--- config.mk ---
export PLATFORM = sky130hd
export DESIGN_NAME = io_serial_tx
export DESIGN_NICKNAME = d
export VERILOG_FILES = /design/src/rtl/io_pkg.sv /design/src/rtl/io_fifo.sv /design/src/rtl/io_serial_tx.sv
export SDC_FILE = /design/constraint.sdc
export NUM_CORES = 1
export LEC_CHECK = 0
export CAP_MARGIN = 10
export CORE_ASPECT_RATIO = 1.75
export CORE_MARGIN = 3
export CORE_UTILIZATION = 51
export DETAILED_ROUTE_END_ITERATION = 8
export PLACE_DENSITY_LB_ADDON = 0.12
export SLEW_MARGIN = 15
export SYNTH_ARGS = -nofsm -noshare
export SYNTH_HDL_FRONTEND = slang
export SYNTH_HIERARCHICAL = 1
export SYNTH_SLANG_ARGS = --single-unit
--- constraint.sdc ---
create_clock -name clk -period 2.63 [get_ports clk]
set_input_delay 0.526 -clock clk [delete_from_list [all_inputs] [get_ports clk]]
set_output_delay 0.526 -clock clk [all_outputs]
set_load 0.02 [all_outputs]
--- src/rtl/io_pkg.sv ---
// Shared types and constants for the serial transmit peripheral.
// IO_SERIAL_TX_PARITY_EN adds the PARITY state to the FSM encoding.
package io_pkg;

    localparam int CLKS_PER_BIT_DEF = 16;

    localparam int ST_EMPTY   = 0;
    localparam int ST_FULL    = 1;
    localparam int ST_BUSY    = 2;
    localparam int ST_OVF     = 3;
    localparam int ST_CNT_LSB = 4;

`ifdef IO_SERIAL_TX_PARITY_EN
    typedef enum logic [2:0] {S_IDLE, S_START, S_DATA, S_PARITY, S_STOP} tx_state_t;
`else
    typedef enum logic [2:0] {S_IDLE, S_START, S_DATA, S_STOP} tx_state_t;
`endif

endpackage

--- src/rtl/io_fifo.sv ---
// Small byte FIFO with registered count/full/empty and a combinational head read.
module io_fifo #(
    parameter int WIDTH = 8,
    parameter int DEPTH = 4
) (
    input  logic                     clk,
    input  logic                     reset,
    input  logic                     push_i,
    input  logic                     pop_i,
    input  logic [WIDTH-1:0]         din_i,
    output logic [WIDTH-1:0]         dout_o,
    output logic [$clog2(DEPTH):0]   count_o,
    output logic                     full_o,
    output logic                     empty_o
);
    localparam int AW = $clog2(DEPTH);
    localparam int CW = AW + 1;

    logic [WIDTH-1:0] mem [DEPTH];
    logic [AW-1:0]    wr_ptr_q, rd_ptr_q;
    logic [CW-1:0]    count_q, count_d;
    logic             full_q, empty_q;
    logic             do_push, do_pop;

    // A push into a full FIFO is allowed only when the head leaves in the same cycle.
    always_comb begin
        do_push = push_i & (~full_q | pop_i);
        do_pop  = pop_i & ~empty_q;
        count_d = count_q + CW'(do_push) - CW'(do_pop);
    end

    always_ff @(posedge clk) begin
        if (reset) begin
            wr_ptr_q <= '0;
            rd_ptr_q <= '0;
            count_q  <= '0;
            full_q   <= 1'b0;
            empty_q  <= 1'b1;
        end else begin
            if (do_push) wr_ptr_q <= wr_ptr_q + 1'b1;
            if (do_pop)  rd_ptr_q <= rd_ptr_q + 1'b1;
            count_q <= count_d;
            full_q  <= (count_d == CW'(DEPTH));
            empty_q <= (count_d == '0);
        end
    end

    always_ff @(posedge clk) begin
        if (do_push) mem[wr_ptr_q] <= din_i;
    end

    assign dout_o  = mem[rd_ptr_q];
    assign count_o = count_q;
    assign full_o  = full_q;
    assign empty_o = empty_q;

endmodule

--- src/rtl/io_serial_tx.sv ---
// Queued asynchronous serial transmitter: start, 8 data bits LSB first, stop.
// IO_SERIAL_TX_PARITY_EN inserts an even-parity bit between data and stop.
module io_serial_tx
    import io_pkg::*;
#(
    parameter int WIDTH        = 8,
    parameter int DEPTH        = 4,
    parameter int CLKS_PER_BIT = CLKS_PER_BIT_DEF
) (
    input  logic             clk,
    input  logic             reset,
    input  logic             wr_stb,
    input  logic [WIDTH-1:0] wr_data,
    input  logic             clr_ovf,
    output logic             tx,
    output logic             busy,
    output logic             full,
    output logic             empty,
    output logic [7:0]       status
);
    localparam int BW = $clog2(CLKS_PER_BIT);
    localparam int CW = $clog2(DEPTH) + 1;

    tx_state_t        state_q;
    logic [BW-1:0]    baud_q;
    logic [2:0]       bit_q;
    logic [WIDTH-1:0] shift_q;
    logic             tx_q, busy_q, ovf_q, ovf_d;
`ifdef IO_SERIAL_TX_PARITY_EN
    logic             parity_q;
`endif

    logic [WIDTH-1:0] fifo_dout;
    logic [CW-1:0]    fifo_count;
    logic             fifo_full, fifo_empty;
    logic             baud_end, pop;
    logic [2:0]       cnt3;

    io_fifo #(.WIDTH(WIDTH), .DEPTH(DEPTH)) u_fifo (
        .clk     (clk),
        .reset   (reset),
        .push_i  (wr_stb),
        .pop_i   (pop),
        .din_i   (wr_data),
        .dout_o  (fifo_dout),
        .count_o (fifo_count),
        .full_o  (fifo_full),
        .empty_o (fifo_empty)
    );

    // Popping at the end of STOP lets the next start bit follow with no idle gap.
    always_comb begin
        baud_end = (baud_q == BW'(CLKS_PER_BIT - 1));
        pop      = ~fifo_empty & ((state_q == S_IDLE) | ((state_q == S_STOP) & baud_end));
        ovf_d    = ovf_q;
        if (clr_ovf) ovf_d = 1'b0;
        if (wr_stb & fifo_full & ~pop) ovf_d = 1'b1;
    end

    always_ff @(posedge clk) begin
        if (reset) begin
            state_q <= S_IDLE;
            baud_q  <= '0;
            bit_q   <= '0;
            shift_q <= '0;
            tx_q    <= 1'b1;
            busy_q  <= 1'b0;
            ovf_q   <= 1'b0;
`ifdef IO_SERIAL_TX_PARITY_EN
            parity_q <= 1'b0;
`endif
        end else begin
            ovf_q <= ovf_d;
            if (pop) begin
`ifdef IO_SERIAL_TX_PARITY_EN
                parity_q <= ^fifo_dout;
`endif
            end
            case (state_q)
                S_IDLE: if (pop) begin
                    shift_q <= fifo_dout;
                    tx_q    <= 1'b0;
                    busy_q  <= 1'b1;
                    baud_q  <= '0;
                    state_q <= S_START;
                end
                S_START: if (baud_end) begin
                    baud_q  <= '0;
                    bit_q   <= '0;
                    tx_q    <= shift_q[0];
                    state_q <= S_DATA;
                end else baud_q <= baud_q + 1'b1;
                S_DATA: if (baud_end) begin
                    baud_q <= '0;
                    if (bit_q == 3'd7) begin
`ifdef IO_SERIAL_TX_PARITY_EN
                        tx_q    <= parity_q;
                        state_q <= S_PARITY;
`else
                        tx_q    <= 1'b1;
                        state_q <= S_STOP;
`endif
                    end else begin
                        shift_q <= shift_q >> 1;
                        tx_q    <= shift_q[1];
                        bit_q   <= bit_q + 3'd1;
                    end
                end else baud_q <= baud_q + 1'b1;
`ifdef IO_SERIAL_TX_PARITY_EN
                S_PARITY: if (baud_end) begin
                    baud_q  <= '0;
                    tx_q    <= 1'b1;
                    state_q <= S_STOP;
                end else baud_q <= baud_q + 1'b1;
`endif
                S_STOP: if (baud_end) begin
                    baud_q <= '0;
                    if (pop) begin
                        shift_q <= fifo_dout;
                        tx_q    <= 1'b0;
                        state_q <= S_START;
                    end else begin
                        busy_q  <= 1'b0;
                        state_q <= S_IDLE;
                    end
                end else baud_q <= baud_q + 1'b1;
                default: state_q <= S_IDLE;
            endcase
        end
    end

    generate
        if (CW >= 3) begin : g_cnt
            assign cnt3 = fifo_count[2:0];
        end else begin : g_cnt_pad
            assign cnt3 = {{(3 - CW){1'b0}}, fifo_count};
        end
    endgenerate

    always_comb begin
        status                   = '0;
        status[ST_EMPTY]         = fifo_empty;
        status[ST_FULL]          = fifo_full;
        status[ST_BUSY]          = busy_q;
        status[ST_OVF]           = ovf_q;
        status[ST_CNT_LSB +: 3]  = cnt3;
    end

    assign tx    = tx_q;
    assign busy  = busy_q;
    assign full  = fifo_full;
    assign empty = fifo_empty;

endmodule

# Yosys cells after proc, flatten, opt, wreduce, memory -nomap -nowiden
# Memory sizes are Yosys's and may differ from the RTL's. A register that Yosys moved wholly into a read port is not among the register bits.
# Cells that the tools add are included.
# word_totals
ff_bits	30
mem_bits_rw	32
in_bits	12
out_inout_bits	12
wordCells	93
memories	1
# memory_table
name	words	word_bits	read_ports	rd_ports_with_merged_regs	write_ports	line	rtl
u_fifo.mem	4	8	1	1	1	io_fifo.sv:19	logic [WIDTH-1:0] mem [DEPTH];
# op_classes
n_addsub	6
eq_ne	13
muxes	35
bitwise_logic	11
n_reduce_logical	15
# ops
operator	n
8-bit two-way mux	4
3-bit two-way mux	8
8-bit case mux with 3 select lines	1
4-bit AND reduction	4
1-bit two-way mux	13
2-bit inequality test, second input constant	6
3-bit case mux with 4 select lines	1
4-bit two-way mux	2
4-bit case mux with 2 select lines	1
2-bit nonzero test	4
1-bit AND	6
3-bit by 2-bit == test with 1-bit output, second input constant	2
3-bit == test, second input constant	2
3-bit zero test	2
3-bit case mux with 2 select lines	1
5-bit AND reduction	1
2-bit by 1-bit adder with 2-bit output, second input constant	2
4-bit by 1-bit adder with 4-bit output, second input constant	1
4-bit == test, second input constant	1
2-bit two-way mux	2
1-bit case mux with 4 select lines	1
4-bit nonzero test	1
3-bit by 1-bit adder with 3-bit output	1
3-bit by 1-bit adder with 3-bit output, second input constant	1
other kinds (9)	12

# Logic depth before layout (Yosys ltp)
# Gate-level depths: netlist of run 1.
# logic_depth
word_depth	9
ltp_mapped	16
mapped_depth_nobuf	15

# Hierarchy
# The synthesis of run 1 kept the hierarchy.
# modules_own_cells
module	n_inst	cells_per_inst	area_each_um2	seq_area_each_um2
io_fifo	1	94	1667.8	1181.1
io_serial_tx	1	143	1182.4	400.4

# Worst setup path after synthesis of run 1
# OpenSTA, ideal clock, no wires.
# synth_path
path_kind	register -> register
start	register state_q[0]
end	register u_fifo.empty_q (netlist: u_fifo/empty_o)
setup_ns	0.115
arrival_ns	2.761
required_time_ns	2.515
slack_ns	-0.246
stages_incl_launch_ff	17
path_buffers	1
period_less_slack_ns	2.876
path_cell_list	dfxtp_1 -> inv_1 -> ha_1 -> clkbuf_1 -> nor2_1 -> nor2_1 -> nor2b_1 -> nor2_1 -> inv_1 -> ha_1 -> inv_1 -> ha_1 -> inv_1 -> fa_1 -> xor2_1 -> xnor2_1 -> a31o_1
# synth_between
elab_chain_cells	9
word_cells_on_any_way	11
cone_classes	2 x add/sub; 1 x eq/ne; 6 x bitwise; 2 x reduce/logical
# synth_rtl
element	line	rtl
start: declaration	io_serial_tx.sv:24	tx_state_t state_q;
start signal: assignment	io_serial_tx.sv:62	state_q <= S_IDLE;
start signal: assignment	io_serial_tx.sv:85	state_q <= S_START;
start signal: assignment	io_serial_tx.sv:91	state_q <= S_DATA;
3-bit by 2-bit == test with 1-bit output	io_serial_tx.sv:54	pop = ~fifo_empty & ((state_q == S_IDLE) | ((state_q == S_STOP) & baud_end));
1-bit AND	io_serial_tx.sv:54	
1-bit OR (*)	io_serial_tx.sv:54	
1-bit AND (*)	io_serial_tx.sv:54	
net pop	io_serial_tx.sv:36	logic baud_end, pop;
1-bit OR	io_fifo.sv:27	do_push = push_i & (~full_q | pop_i);
1-bit AND	io_fifo.sv:27	
3-bit by 1-bit adder with 3-bit output	io_fifo.sv:29	count_d = count_q + CW'(do_push) - CW'(do_pop);
3-bit by 1-bit subtractor with 3-bit output (*)	io_fifo.sv:29	
3-bit zero test (*)	io_fifo.sv:44	empty_q <= (count_d == '0);
end signal: assignment	io_fifo.sv:44	
end: declaration	io_fifo.sv:22	logic full_q, empty_q;
# Mark *: on every way through the listed nets, which the timed path passes. The rest lies on a longest branch.
# A chain may end at the register's enable or synchronous reset.

# Worst setup path after layout of run 1
# layout_path
start	register state_q[1]
end	register u_fifo.empty_q (netlist: u_fifo/empty_o)
# Same word-level chain as after synthesis.

==> results.txt, run 1 <==
----------------------------------------------------
[Logic synthesis]
  Count of unique library cells instantiated by Yosys ... 50
  Synth Flop Type ... edfxtp_1
  Proportion of synthesized flip-flops having asynchronous set or reset ... 0
  Synthesized flop and latch total ... 63
  Total of warnings raised by yosys ... 6
  Most area-consuming cells after synthesis ... edfxtp_1, dfxtp_1, mux4_2, ha_1, nor2_1
  Cell type with the highest aggregate area in the netlist ... edfxtp_1
  Fraction of the yosys area taken by sequential cells ... 0.5549
  Synthesized Nets ... 264
  Avg Inst Size Synth ... 12.03 um^2
  Number of instances in the synthesized netlist ... 237
  Top-area cell type share of the netlist area ... 0.3371
  Summed instance area of the synthesized netlist ... 2850 um^2
  Post-synth EDFFs ... 32

[Drt]
  WL per Instance ... 14.12 um
  Detail-routed via count per cell ... 5.306
  Iter 0 DRT Violations ... 59
  DR vias ... 1873
  Detailed-routing iteration count for the pre-antenna-repair pass ... 4
  Post-route DRC ... 0
  Post-Route WL ... 4.986 mm
  Post-route antenna net violation count ... 0

[Clocking]
  Maximum level of the CTS H-tree ... 3
  Bufs on Longest Clock Path ... 2
  Hold bufs inserted after CTS ... 0
  Clock-pin slew on the worst setup and hold paths ... 0.08 ns
  Sinks on the clock net ... 63
  Clock insertion delay at the later pin of the skew report ... 0.33 ns
  Cell at the root of the clock tree ... clkbuf_8
  Number of CTS-inserted buffers ... 9
  TritonCTS clock tree ... done

[Setup path]
  Cell type of the slowest stage on the worst timing path ... dfxtp_4
  Capturing element type of the critical path ... flop
  Most used cell along the critical path ... inv_1
  Type of the worst setup path ... reg2reg
  Longest individual stage delay on the worst path ... 0.38 ns
  Crit path arrival time ... 2.87 ns
  Kind of cell adding the most delay to the critical path ... adder cells
  WP buf/inv ... 3
  Highest fanout seen on the critical path ... 3
  Crit Reg-Reg Startpoint ... state_q[1]$_SDFFE_PP0P_
  Critical Path, Cell by Cell ... ha_4 -> and4_4 -> nor2_4 -> nor2_2 -> nor2b_1 -> nor2_1 -> inv_1 -> ha_1 -> inv_1 -> ha_2 -> inv_2 -> fa_2 -> xor2_2 -> xnor2_2 -> a31o_1
  CP Launch Point ... state_q[1]$_SDFFE_PP0P_
  Type of element launching the critical path ... flop
  CP Data Required Time ... 2.85 ns

[Min path]
  Origin of the worst min-delay path ... bit_q[2]$_SDFFE_PP0P_
  Worst min-delay path category ... reg2reg

[Final layout]
  Final std cells w/o fill ... 353
  Post-layout instance area ... 3540 um^2
  Leading cell types in the layout, fill and taps excluded ... edfxtp_1, dfxtp_1, clkdlybuf4s50_1
  Fraction of layout instances using a drive strength above 1 ... 0.2330
  Number of filler cells placed in the layout ... 439
  Commonest non-fill, non-tap cell in the layout ... edfxtp_1
  Fin util ... 0.6625
  Area used by multi-input combinational logic ... 1172 um^2
  Layout overhead on the synthesized area ... 24.19%
  Number of antenna repair diodes ... 0
  Post-layout nets ... 301
  Register area ... 1589 um^2

[Timing]
  Unrepaired setup endpoints after global routing ... true
  Skew final ... 0.01069 ns
  Min Clock Period, post-route ... 2.650 ns
  Final Cycle Share ... 1.008
  Slew headroom ... 0.6445
  Finish-stage setup viols ... 1
  PnR worst setup slack ... -0.01982 ns
  Fin Setup TNS ... -0.01982 ns
  Achievable Freq ... 377.4 MHz
  Pin slew with the least headroom to its limit ... 0.5325 ns
  Max Transition Viols Final ... 0
  Final Hold Fails ... 0
  Hold Worst Slack ... 0.4567 ns

[Power and ir drop]
  Overall power after layout ... 3.858 mW
  Leak Pwr ... 1.292 nW
  Pwr/cell area ... 1090 nW/um^2
  IR drop worst, VDD ... 0.6710 mV

[Floorplan]
  Die width ... 62.51 um
  Standard cell core area ... 5343 um^2
  Die outline height ... 104.9 um
  Cell row count ... 35
  Initial core utilization ... 0.5335
  Die outline area ... 6557 um^2
  I/O pin total ... 24

[GRT]
  Total routing usage reported by global routing ... 0.1737
  Antenna violations before repair ... 0
  Largest net degree at the start of global routing ... 17
  Vias in the first global route ... 1962
  GRT Residual Overflow ... 0
  First-pass GRT wire length ... 8.873 mm

[Placed design]
  Number of port buffers ... 22
  # placed instances ... 336
  Post-detailed-placement cell area ... 3259 um^2
  GP Congestion ... 0.7860
  Final HPWL from detailed placement ... 3.656 mm
  DP Worst Slack ... -0.1520 ns

[Run status]
  Violated checks ... negative setup slack
  Status ... complete, but fails checks

[Job]
  Max-cap viol count ... 0

----------------------------------------------------
cell usage after synthesis (7+ instances only):
cell	n
dfxtp_1	31
a221oi_1	7
nor2_1	21
nand2_1	8
mux4_2	8
ha_1	14
nor2b_1	8
edfxtp_1	32
a211oi_1	7
a21oi_1	11
inv_1	18
registers in the layout, indices dropped and copies added (netlist names), named ones only:
register,flops
u_fifo/count_o,3
u_fifo/mem,32
bit_q,3
baud_q,4
state_q,2
u_fifo/wr_ptr_q,2
u_fifo/full_o,1
tx,1
u_fifo/rd_ptr_q,2
shift_q,8
ovf_q,1
busy,1
u_fifo/empty_o,1
metal layers:
layer,vias up,GRT usage,share of wire,routed length [um]
met1,911,0.1937,0.41,2046
met5,-,0,0,0
met2,22,0.3056,0.55,2730
met3,8,0.04946,0.024,118
li1,932,-,-,-
met4,0,0.07267,0.018,91
repair_timing:
action                                  4_1_cts  5_1_grt
hold endpoints to repair                      0        0
resized for setup                             2        5
pin swaps                                     2        1
setup buffers                                 0        1
endpoints found under the setup margin        3        3
power by group:
group | switching (mW) | internal (mW) | leakage [nW]
clock network | 0.379 | 0.632 | 0.123
registers | 0.159 | 1.25 | 0.549
logic | 0.723 | 0.713 | 0.620
total | 1.26 | 2.60 | 1.29
worst min-delay path: cells and delay by family (launching register included):
family,cells,cell delay (ns)
AO/OA/AOI/OAI,1,0.05
AND/OR/NAND/NOR,1,0.05
flip-flops,1,0.32
final timing paths:
kind	cells past startpoint	slack (ns)	to
worst max-delay path	15	-0.02	u_fifo/empty_o$_SDFF_PP1_
worst min-delay path	2	0.46	bit_q[2]$_SDFFE_PP0P_
worst max register to register	15	-0.02	u_fifo/empty_o$_SDFF_PP1_
worst min register to register	2	0.46	bit_q[2]$_SDFFE_PP0P_
cell families (layout without fill, tap and decap cells):
logic type | after synthesis | in the layout | share of synthesized area
XOR/XNOR | 4 | 4 | 0.01229
adder cells (fa/ha/maj) | 15 | 15 | 0.06848
buffers and inverters | 34 | 76 | 0.05838
other | 1 | 1 | 0.001316
multiplexers | 9 | 9 | 0.06672
AND/OR/NAND/NOR | 67 | 67 | 0.1286
flip-flops | 63 | 63 | 0.5549
AO/OA/AOI/OAI | 44 | 44 | 0.1093
layout make-up:
class                      count  share of cell area
tap                           74             0.02616
sequential                    63              0.4489
clock buffer                   9             0.03499
clock inverter                 7             0.03429
multi-input combinational    140              0.3312
timing repair buffer          42              0.1046
inverter                      18             0.01980
No activity file was read; power rests on OpenSTA's default activity.
==> run 2, diff against run 1 <==
--- a/config.mk
+++ b/config.mk
@@ -6,9 +6,11 @@
 export NUM_CORES = 1
 export LEC_CHECK = 0
 export CAP_MARGIN = 10
+export CELL_PAD_IN_SITES_DETAIL_PLACEMENT = 0
+export CELL_PAD_IN_SITES_GLOBAL_PLACEMENT = 1
 export CORE_ASPECT_RATIO = 1.75
 export CORE_MARGIN = 3
-export CORE_UTILIZATION = 51
+export CORE_UTILIZATION = 42
 export DETAILED_ROUTE_END_ITERATION = 8
 export PLACE_DENSITY_LB_ADDON = 0.12
 export SLEW_MARGIN = 15
==> results.txt, run 2 (synthesis gave the netlist of run 1 again) <==
----------------------------------------------------
[Clocking]
  Cell at the root of the clock tree ... clkbuf_16 (was clkbuf_8)
  Sinks on the clock net ... 63 (unchanged)
  TritonCTS clock tree ... done (unchanged)
  Hold bufs inserted after CTS ... 0 (unchanged)
  Bufs on Longest Clock Path ... 2 (unchanged)
  Clock insertion delay at the later pin of the skew report ... 0.32 ns (was 0.33 ns)
  Number of CTS-inserted buffers ... 9 (unchanged)
  Clock-pin slew on the worst setup and hold paths ... 0.06 ns (was 0.08 ns)
  Maximum level of the CTS H-tree ... 3 (unchanged)

[Power and ir drop]
  Leak Pwr ... 1.328 nW (was 1.292 nW)
  Fraction of power consumed by combinational cells ... 0.353 (was 0.372)
  Proportion of total power due to net switching ... 0.3211 (was 0.3267)
  Share of power burned in registers ... 0.342 (was 0.366)
  Switching pwr ... 1.328 mW (was 1.261 mW)
  IR drop worst, VDD ... 0.8141 mV (was 0.6710 mV)
  Relative contribution of the clock network to total power ... 0.305 (was 0.262)
  Int Pwr ... 2.807 mW (was 2.597 mW)
  Pwr/cell area ... 1138 nW/um^2 (was 1090 nW/um^2)

[Setup path]
  Type of element launching the critical path ... flop (unchanged)
  Type of the worst setup path ... reg2reg (unchanged)
  Highest fanout seen on the critical path ... 3 (unchanged)
  CP Launch Point ... state_q[1]$_SDFFE_PP0P_ (unchanged)
  Kind of cell adding the most delay to the critical path ... adder cells (unchanged)
  Capturing element type of the critical path ... flop (unchanged)
  WP buf/inv ... 3 (unchanged)
  Crit Reg-Reg Startpoint ... state_q[1]$_SDFFE_PP0P_ (unchanged)
  CP Data Required Time ... 2.85 ns (about the same)
  Cell type of the slowest stage on the worst timing path ... dfxtp_4 (unchanged)
  Crit path arrival time ... 2.85 ns (was 2.87 ns)
  Critical Path, Cell by Cell ... ha_4 -> and4_4 -> nor2_2 -> nor2_2 -> buf_4 -> and2b_1 -> ha_1 -> inv_1 -> ha_1 -> inv_1 -> fa_2 -> xor2_2 -> xnor2_2 -> a31o_1 (was ha_4 -> and4_4 -> nor2_4 -> nor2_2 -> nor2b_1 -> nor2_1 -> inv_1 -> ha_1 -> inv_1 -> ha_2 -> inv_2 -> fa_2 -> xor2_2 -> xnor2_2 -> a31o_1)
  Longest individual stage delay on the worst path ... 0.36 ns (was 0.38 ns)

[Final layout]
  Register name with the most flops ... u_fifo/mem (unchanged)
  Max FFs per register ... 32 (unchanged)
  Commonest non-fill, non-tap cell in the layout ... edfxtp_1 (unchanged)
  Largest registers ranked by flip-flop count ... u_fifo/mem x32, shift_q x8, baud_q x4 (unchanged)
  Number of antenna repair diodes ... 0 (unchanged)
  Final std cells w/o fill ... 362 (was 353)
  Leading cell types in the layout, fill and taps excluded ... edfxtp_1, dfxtp_1, clkdlybuf4s50_1 (unchanged)
  Fraction of layout instances using a drive strength above 1 ... 0.2321 (was 0.2330)
  Fin util ... 0.5555 (was 0.6625)
  Number of filler cells placed in the layout ... 588 (was 439)
  Layout overhead on the synthesized area ... 27.44% (was 24.19%)
  Post-layout instance area ... 3632 um^2 (was 3540 um^2)
  Post-layout nets ... 302 (was 301)

[Timing]
  Achievable Freq ... 379.6 MHz (was 377.4 MHz)
  Min Clock Period, post-route ... 2.634 ns (was 2.650 ns)
  Hold Worst Slack ... 0.4580 ns (was 0.4567 ns)
  Unrepaired setup endpoints after global routing ... true (unchanged)
  Slew headroom ... 0.6357 (was 0.6445)
  Max Transition Viols Final ... 0 (unchanged)
  Pin slew with the least headroom to its limit ... 0.5457 ns (was 0.5325 ns)
  PnR worst setup slack ... -0.004459 ns (was -0.01982 ns)
  Skew final ... 0.005158 ns (was 0.01069 ns)
  Final Hold Fails ... 0 (unchanged)
  Fin Setup TNS ... -0.007882 ns (was -0.01982 ns)
  Final Cycle Share ... 1.002 (was 1.008)
  Finish-stage setup viols ... 2 (was 1)

[Run status]
  Violated checks ... negative setup slack (unchanged)
  Status ... complete, but fails checks (unchanged)

[Floorplan]
  Die outline area ... 7849 um^2 (was 6557 um^2)
  Die width ... 68.27 um (was 62.51 um)
  Standard cell core area ... 6539 um^2 (was 5343 um^2)
  I/O pin total ... 24 (unchanged)
  Cell row count ... 39 (was 35)
  Initial core utilization ... 0.4359 (was 0.5335)
  Die outline height ... 115.0 um (was 104.9 um)

[Placed design]
  # placed instances ... 345 (was 336)
  GP Congestion ... 0.7179 (was 0.7860)
  Post-detailed-placement cell area ... 3277 um^2 (was 3259 um^2)
  Number of port buffers ... 22 (unchanged)
  Final HPWL from detailed placement ... 3.961 mm (was 3.656 mm)

[GRT]
  Largest net degree at the start of global routing ... 17 (unchanged)
  First-pass GRT wire length ... 9.025 mm (was 8.873 mm)
  Antenna violations before repair ... 0 (unchanged)
  Vias in the first global route ... 1890 (was 1962)
  Total routing usage reported by global routing ... 0.1610 (was 0.1737)
  GRT Residual Overflow ... 0 (unchanged)

[Drt]
  Detailed-routing iteration count for the pre-antenna-repair pass ... 4 (unchanged)
  Post-route antenna net violation count ... 0 (unchanged)
  Post-Route WL ... 5.443 mm (was 4.986 mm)
  Post-route DRC ... 0 (unchanged)
  DR vias ... 1917 (was 1873)
  Detail-routed via count per cell ... 5.296 (was 5.306)
  Iter 0 DRT Violations ... 87 (was 59)
  WL per Instance ... 15.04 um (was 14.12 um)

[Min path]
  Worst min-delay path category ... reg2reg (unchanged)
  Origin of the worst min-delay path ... bit_q[1]$_SDFFE_PP0P_ (was bit_q[2]$_SDFFE_PP0P_)

[Job]
  Max-cap viol count ... 0 (unchanged)

----------------------------------------------------
## run 2: cell type report
cell class | instances | area (um^2) | share of cell area
flip-flops and latches | 63 | 1589 | 0.4375
well taps | 82 | 102.6 | 0.02825
clock inverters | 7 | 97.59 | 0.02687
multi-input cells | 140 | 1170 | 0.3221
repair buffers | 43 | 377.9 | 0.1040
inverters | 18 | 70.07 | 0.01929
clock buffers | 9 | 225.2 | 0.06200
## run 2: layer usage
metal  vias up  share of wire  GRT usage
met2        26           0.55     0.2668
met5         -              0          0
met1       940           0.39     0.1794
met3        12          0.029    0.04301
li1        939              -          -
met4         0          0.030    0.09562
## run 2: worst paths after layout
path / to / slack [ns] / cells after the start
worst max-delay path: u_fifo/empty_o$_SDFF_PP1_ / -0.004 / 14
worst min-delay path: bit_q[1]$_SDFFE_PP0P_ / 0.46 / 2
worst max register to register: u_fifo/empty_o$_SDFF_PP1_ / -0.004 / 14
worst min register to register: bit_q[1]$_SDFFE_PP0P_ / 0.46 / 2
## run 2: worst reg2reg max path, cell delays in order (launching register included)
cell and delay, ns:
dfxtp_4 0.36, ha_4 0.16, and4_4 0.14, nor2_2 0.12, nor2_2 0.07, buf_4 0.13
and2b_1 0.16, ha_1 0.27, inv_1 0.06, ha_1 0.14, inv_1 0.05, fa_2 0.34
xor2_2 0.16, xnor2_2 0.16, a31o_1 0.18
## run 2: what timing repair did
item                       CTS  global route
buffers inserted             1             0
pin swaps                    2             2
resized for setup            2             4
setup endpoints to repair    3             3
## run 2: per-stage QoR
step	power [mW]	setup slack [ns]
final	4.134	-0.004459
after global routing	4.416	-0.1330
after CTS	4.177	0.004819
after detailed placement	2.869	-0.1600
after global placement	2.863	-0.1326
after floorplan	2.422	-0.02935
## run 2: power by group through the flow
stage / Clock, mW / Sequential, mW / Combinational (mW)
2_1_floorplan: 0 / 1.45 / 0.976
3_3_place_gp: 0 / 1.43 / 1.43
3_5_place_dp: 0 / 1.44 / 1.43
4_1_cts: 1.30 / 1.42 / 1.46
5_1_grt: 1.35 / 1.45 / 1.62
6_report: 1.26 / 1.42 / 1.46
==> run 3, diff against run 2 <==
--- a/config.mk
+++ b/config.mk
@@ -9,7 +9,6 @@
 export CELL_PAD_IN_SITES_DETAIL_PLACEMENT = 0
 export CELL_PAD_IN_SITES_GLOBAL_PLACEMENT = 1
 export CORE_ASPECT_RATIO = 1.75
-export CORE_MARGIN = 3
 export CORE_UTILIZATION = 42
 export DETAILED_ROUTE_END_ITERATION = 8
 export PLACE_DENSITY_LB_ADDON = 0.12
==> constraint.sdc (replaced) <==
create_clock -name clk -period 2.2 [get_ports clk]
set_input_delay 0.44 -clock clk [delete_from_list [all_inputs] [get_ports clk]]
set_output_delay 0.44 -clock clk [all_outputs]
set_load 0.02 [all_outputs]
==> results.txt, run 3 (synthesis gave the netlist of run 1 again) <==
----------------------------------------------------
[GRT]
  Vias in the first global route ... 1960 (was 1890)
  Antenna violations before repair ... 0 (unchanged)
  Largest net degree at the start of global routing ... 15 (was 17)
  First-pass GRT wire length ... 9.356 mm (was 9.025 mm)
  Total routing usage reported by global routing ... 0.1795 (was 0.1610)
  GRT Residual Overflow ... 0 (unchanged)

[Floorplan]
  Die width ... 64.27 um (was 68.27 um)
  Cell row count ... 39 (unchanged)
  Die outline area ... 7132 um^2 (was 7849 um^2)
  Initial core utilization ... 0.4359 (unchanged)
  I/O pin total ... 24 (unchanged)
  Die outline height ... 111.0 um (was 115.0 um)
  Standard cell core area ... 6539 um^2 (unchanged)

[Drt]
  DR vias ... 1911 (was 1917)
  Detail-routed via count per cell ... 5.110 (was 5.296)
  WL per Instance ... 14.70 um (was 15.04 um)
  Post-route DRC ... 0 (unchanged)
  Post-Route WL ... 5.497 mm (was 5.443 mm)
  Post-route antenna net violation count ... 0 (unchanged)
  Iter 0 DRT Violations ... 88 (was 87)
  Detailed-routing iteration count for the pre-antenna-repair pass ... 4 (unchanged)

[Final layout]
  Largest registers ranked by flip-flop count ... u_fifo/mem x32, shift_q x8, baud_q x4 (unchanged)
  Leading cell types in the layout, fill and taps excluded ... buf_4, edfxtp_1, dfxtp_1 (was edfxtp_1, dfxtp_1, clkdlybuf4s50_1)
  Layout overhead on the synthesized area ... 31.47% (was 27.44%)
  Max FFs per register ... 32 (unchanged)
  Commonest non-fill, non-tap cell in the layout ... buf_4 (was edfxtp_1)
  Post-layout nets ... 314 (was 302)
  Register name with the most flops ... u_fifo/mem (unchanged)
  Number of filler cells placed in the layout ... 578 (was 588)
  Number of antenna repair diodes ... 0 (unchanged)
  Fraction of layout instances using a drive strength above 1 ... 0.2774 (was 0.2321)

[Clocking]
  Number of CTS-inserted buffers ... 9 (unchanged)
  Clock insertion delay at the later pin of the skew report ... 0.33 ns (was 0.32 ns)
  Sinks on the clock net ... 63 (unchanged)
  Bufs on Longest Clock Path ... 2 (unchanged)
  Clock-pin slew on the worst setup and hold paths ... 0.06 ns (about the same)
  Cell at the root of the clock tree ... clkbuf_16 (unchanged)
  TritonCTS clock tree ... done (unchanged)
  Hold bufs inserted after CTS ... 0 (unchanged)
  Maximum level of the CTS H-tree ... 3 (unchanged)

[Power and ir drop]
  Overall power after layout ... 5.115 mW (was 4.134 mW)
  Pwr/cell area ... 1365 nW/um^2 (was 1138 nW/um^2)
  Leak Pwr ... 1.385 nW (was 1.328 nW)
  IR drop worst, VDD ... 0.8040 mV (was 0.8141 mV)

[Timing]
  Slew headroom ... 0.6077 (was 0.6357)
  Final Hold Fails ... 0 (unchanged)
  Unrepaired setup endpoints after global routing ... true (unchanged)
  Min Clock Period, post-route ... 2.659 ns (was 2.634 ns)
  PnR worst setup slack ... -0.4594 ns (was -0.004459 ns)
  Finish-stage setup viols ... 4 (was 2)
  Pin slew with the least headroom to its limit ... 0.5884 ns (was 0.5457 ns)
  Max Transition Viols Final ... 0 (unchanged)
  Skew final ... 0.004795 ns (was 0.005158 ns)
  Achievable Freq ... 376.0 MHz (was 379.6 MHz)
  Final Cycle Share ... 1.209 (was 1.002)

[Setup path]
  Highest fanout seen on the critical path ... 3 (unchanged)
  Crit path arrival time ... 2.87 ns (was 2.85 ns)
  Crit Reg-Reg Startpoint ... state_q[1]$_SDFFE_PP0P_ (unchanged)
  Type of the worst setup path ... reg2reg (unchanged)
  Type of element launching the critical path ... flop (unchanged)
  Cell type of the slowest stage on the worst timing path ... dfxtp_4 (unchanged)
  Worst setup slack for register-to-register paths ... -0.46 ns (was -0.004 ns)
  CP Data Required Time ... 2.41 ns (was 2.85 ns)
  Capturing element type of the critical path ... flop (unchanged)
  Instance count on the critical path ... 14 (unchanged)
  Most used cell along the critical path ... nor2_4
  Critical Path, Cell by Cell ... ha_4 -> and4_4 -> nor2_4 -> nor2_4 -> buf_4 -> and2b_1 -> ha_1 -> inv_1 -> ha_2 -> inv_2 -> fa_2 -> xor2_2 -> xnor2_2 -> a31o_1 (was ha_4 -> and4_4 -> nor2_2 -> nor2_2 -> buf_4 -> and2b_1 -> ha_1 -> inv_1 -> ha_1 -> inv_1 -> fa_2 -> xor2_2 -> xnor2_2 -> a31o_1)
  Count of cells along the worst register-to-register path ... 14 (unchanged)
  CP Launch Point ... state_q[1]$_SDFFE_PP0P_ (unchanged)
  Longest individual stage delay on the worst path ... 0.36 ns (about the same)
  WP buf/inv ... 3 (unchanged)
  Critical Path Sink ... u_fifo/empty_o$_SDFF_PP1_ (unchanged)
  Kind of cell adding the most delay to the critical path ... adder cells (unchanged)
  Capture instance of the worst register-to-register path ... u_fifo/empty_o$_SDFF_PP1_ (unchanged)

[Placed design]
  Number of port buffers ... 22 (unchanged)
  Final HPWL from detailed placement ... 3.977 mm (was 3.961 mm)
  GP Congestion ... 0.7173 (was 0.7179)
  DP Worst Slack ... -0.4851 ns (was -0.1600 ns)

[Min path]
  Worst min-delay path category ... reg2reg (unchanged)
  Cell count of the worst hold path ... 2 (unchanged)

[Run status]
  Status ... complete, but fails checks (unchanged)
  Violated checks ... negative setup slack (unchanged)

[Job]
  Max-cap viol count ... 0 (unchanged)

----------------------------------------------------
run 3: worst min-delay path by stage:
stage	startpoint	endpoint	slack [ns]
final	bit_q[1]$_SDFFE_PP0P_	bit_q[1]$_SDFFE_PP0P_	0.46
after global routing	bit_q[2]$_SDFFE_PP0P_	bit_q[2]$_SDFFE_PP0P_	0.49
after CTS	bit_q[1]$_SDFFE_PP0P_	bit_q[1]$_SDFFE_PP0P_	0.46
after detailed placement	bit_q[1]$_SDFFE_PP0P_	bit_q[1]$_SDFFE_PP0P_	0.45
after global placement	bit_q[1]$_SDFFE_PP0P_	bit_q[1]$_SDFFE_PP0P_	0.44
after floorplan	bit_q[1]$_SDFFE_PP0P_	bit_q[1]$_SDFFE_PP0P_	0.44
run 3: stage by stage:
stage / TNS, ns / cells / hold slack (ns) / util / cell area, um^2
after floorplan: -1.522 / 237 / 0.4356 / - / 2913
after global placement: -1.582 / 355 / 0.4437 / 0.5126 / 3352
after detailed placement: -1.567 / 355 / 0.4506 / 0.5126 / 3352
after CTS: -1.349 / 372 / 0.4584 / 0.5649 / 3694
after global routing: -2.019 / 374 / 0.4939 / 0.5731 / 3747
final: -1.447 / 374 / 0.4561 / 0.5731 / 3747
run 3: repair_timing:
action / in CTS / in global routing
setup buffers: 1 / 2
setup endpoints to repair: 4 / 6
pin swaps: 6 / 3
resized for setup: 5 / 7
run 3: worst register-to-register path, cell delays in order, from the launching register on:
cell,delay (ns)
dfxtp_4,0.36
ha_4,0.16
and4_4,0.15
nor2_4,0.12
nor2_4,0.05
buf_4,0.13
and2b_1,0.16
ha_1,0.27
inv_1,0.06
ha_2,0.16
inv_2,0.04
fa_2,0.36
xor2_2,0.16
xnor2_2,0.15
a31o_1,0.22
run 3: final cells by class:
type	count	area, um^2	area share
timing repair buffer	55	467.9	0.1249
sequential	63	1592	0.4247
clock buffer	9	225.2	0.06010
inverter	18	70.07	0.01870
clock inverter	7	96.34	0.02571
multi-input combinational	140	1194	0.3185
tap	82	102.6	0.02738
run 3: routing by layer:
layer  track usage  routed length [um]  up-vias
met3       0.04424                 116       12
met4        0.1067                 149        0
met5             0                   0        -
met2        0.3053                3010       22
li1              -                   -      957
met1        0.1961                2221      920
run 3: power by group:
group	total (mW)	internal, mW	switching [mW]
clock	1.51	0.992	0.523
combinational	1.94	0.976	0.963
sequential	1.66	1.50	0.161
total	5.12	3.47	1.65
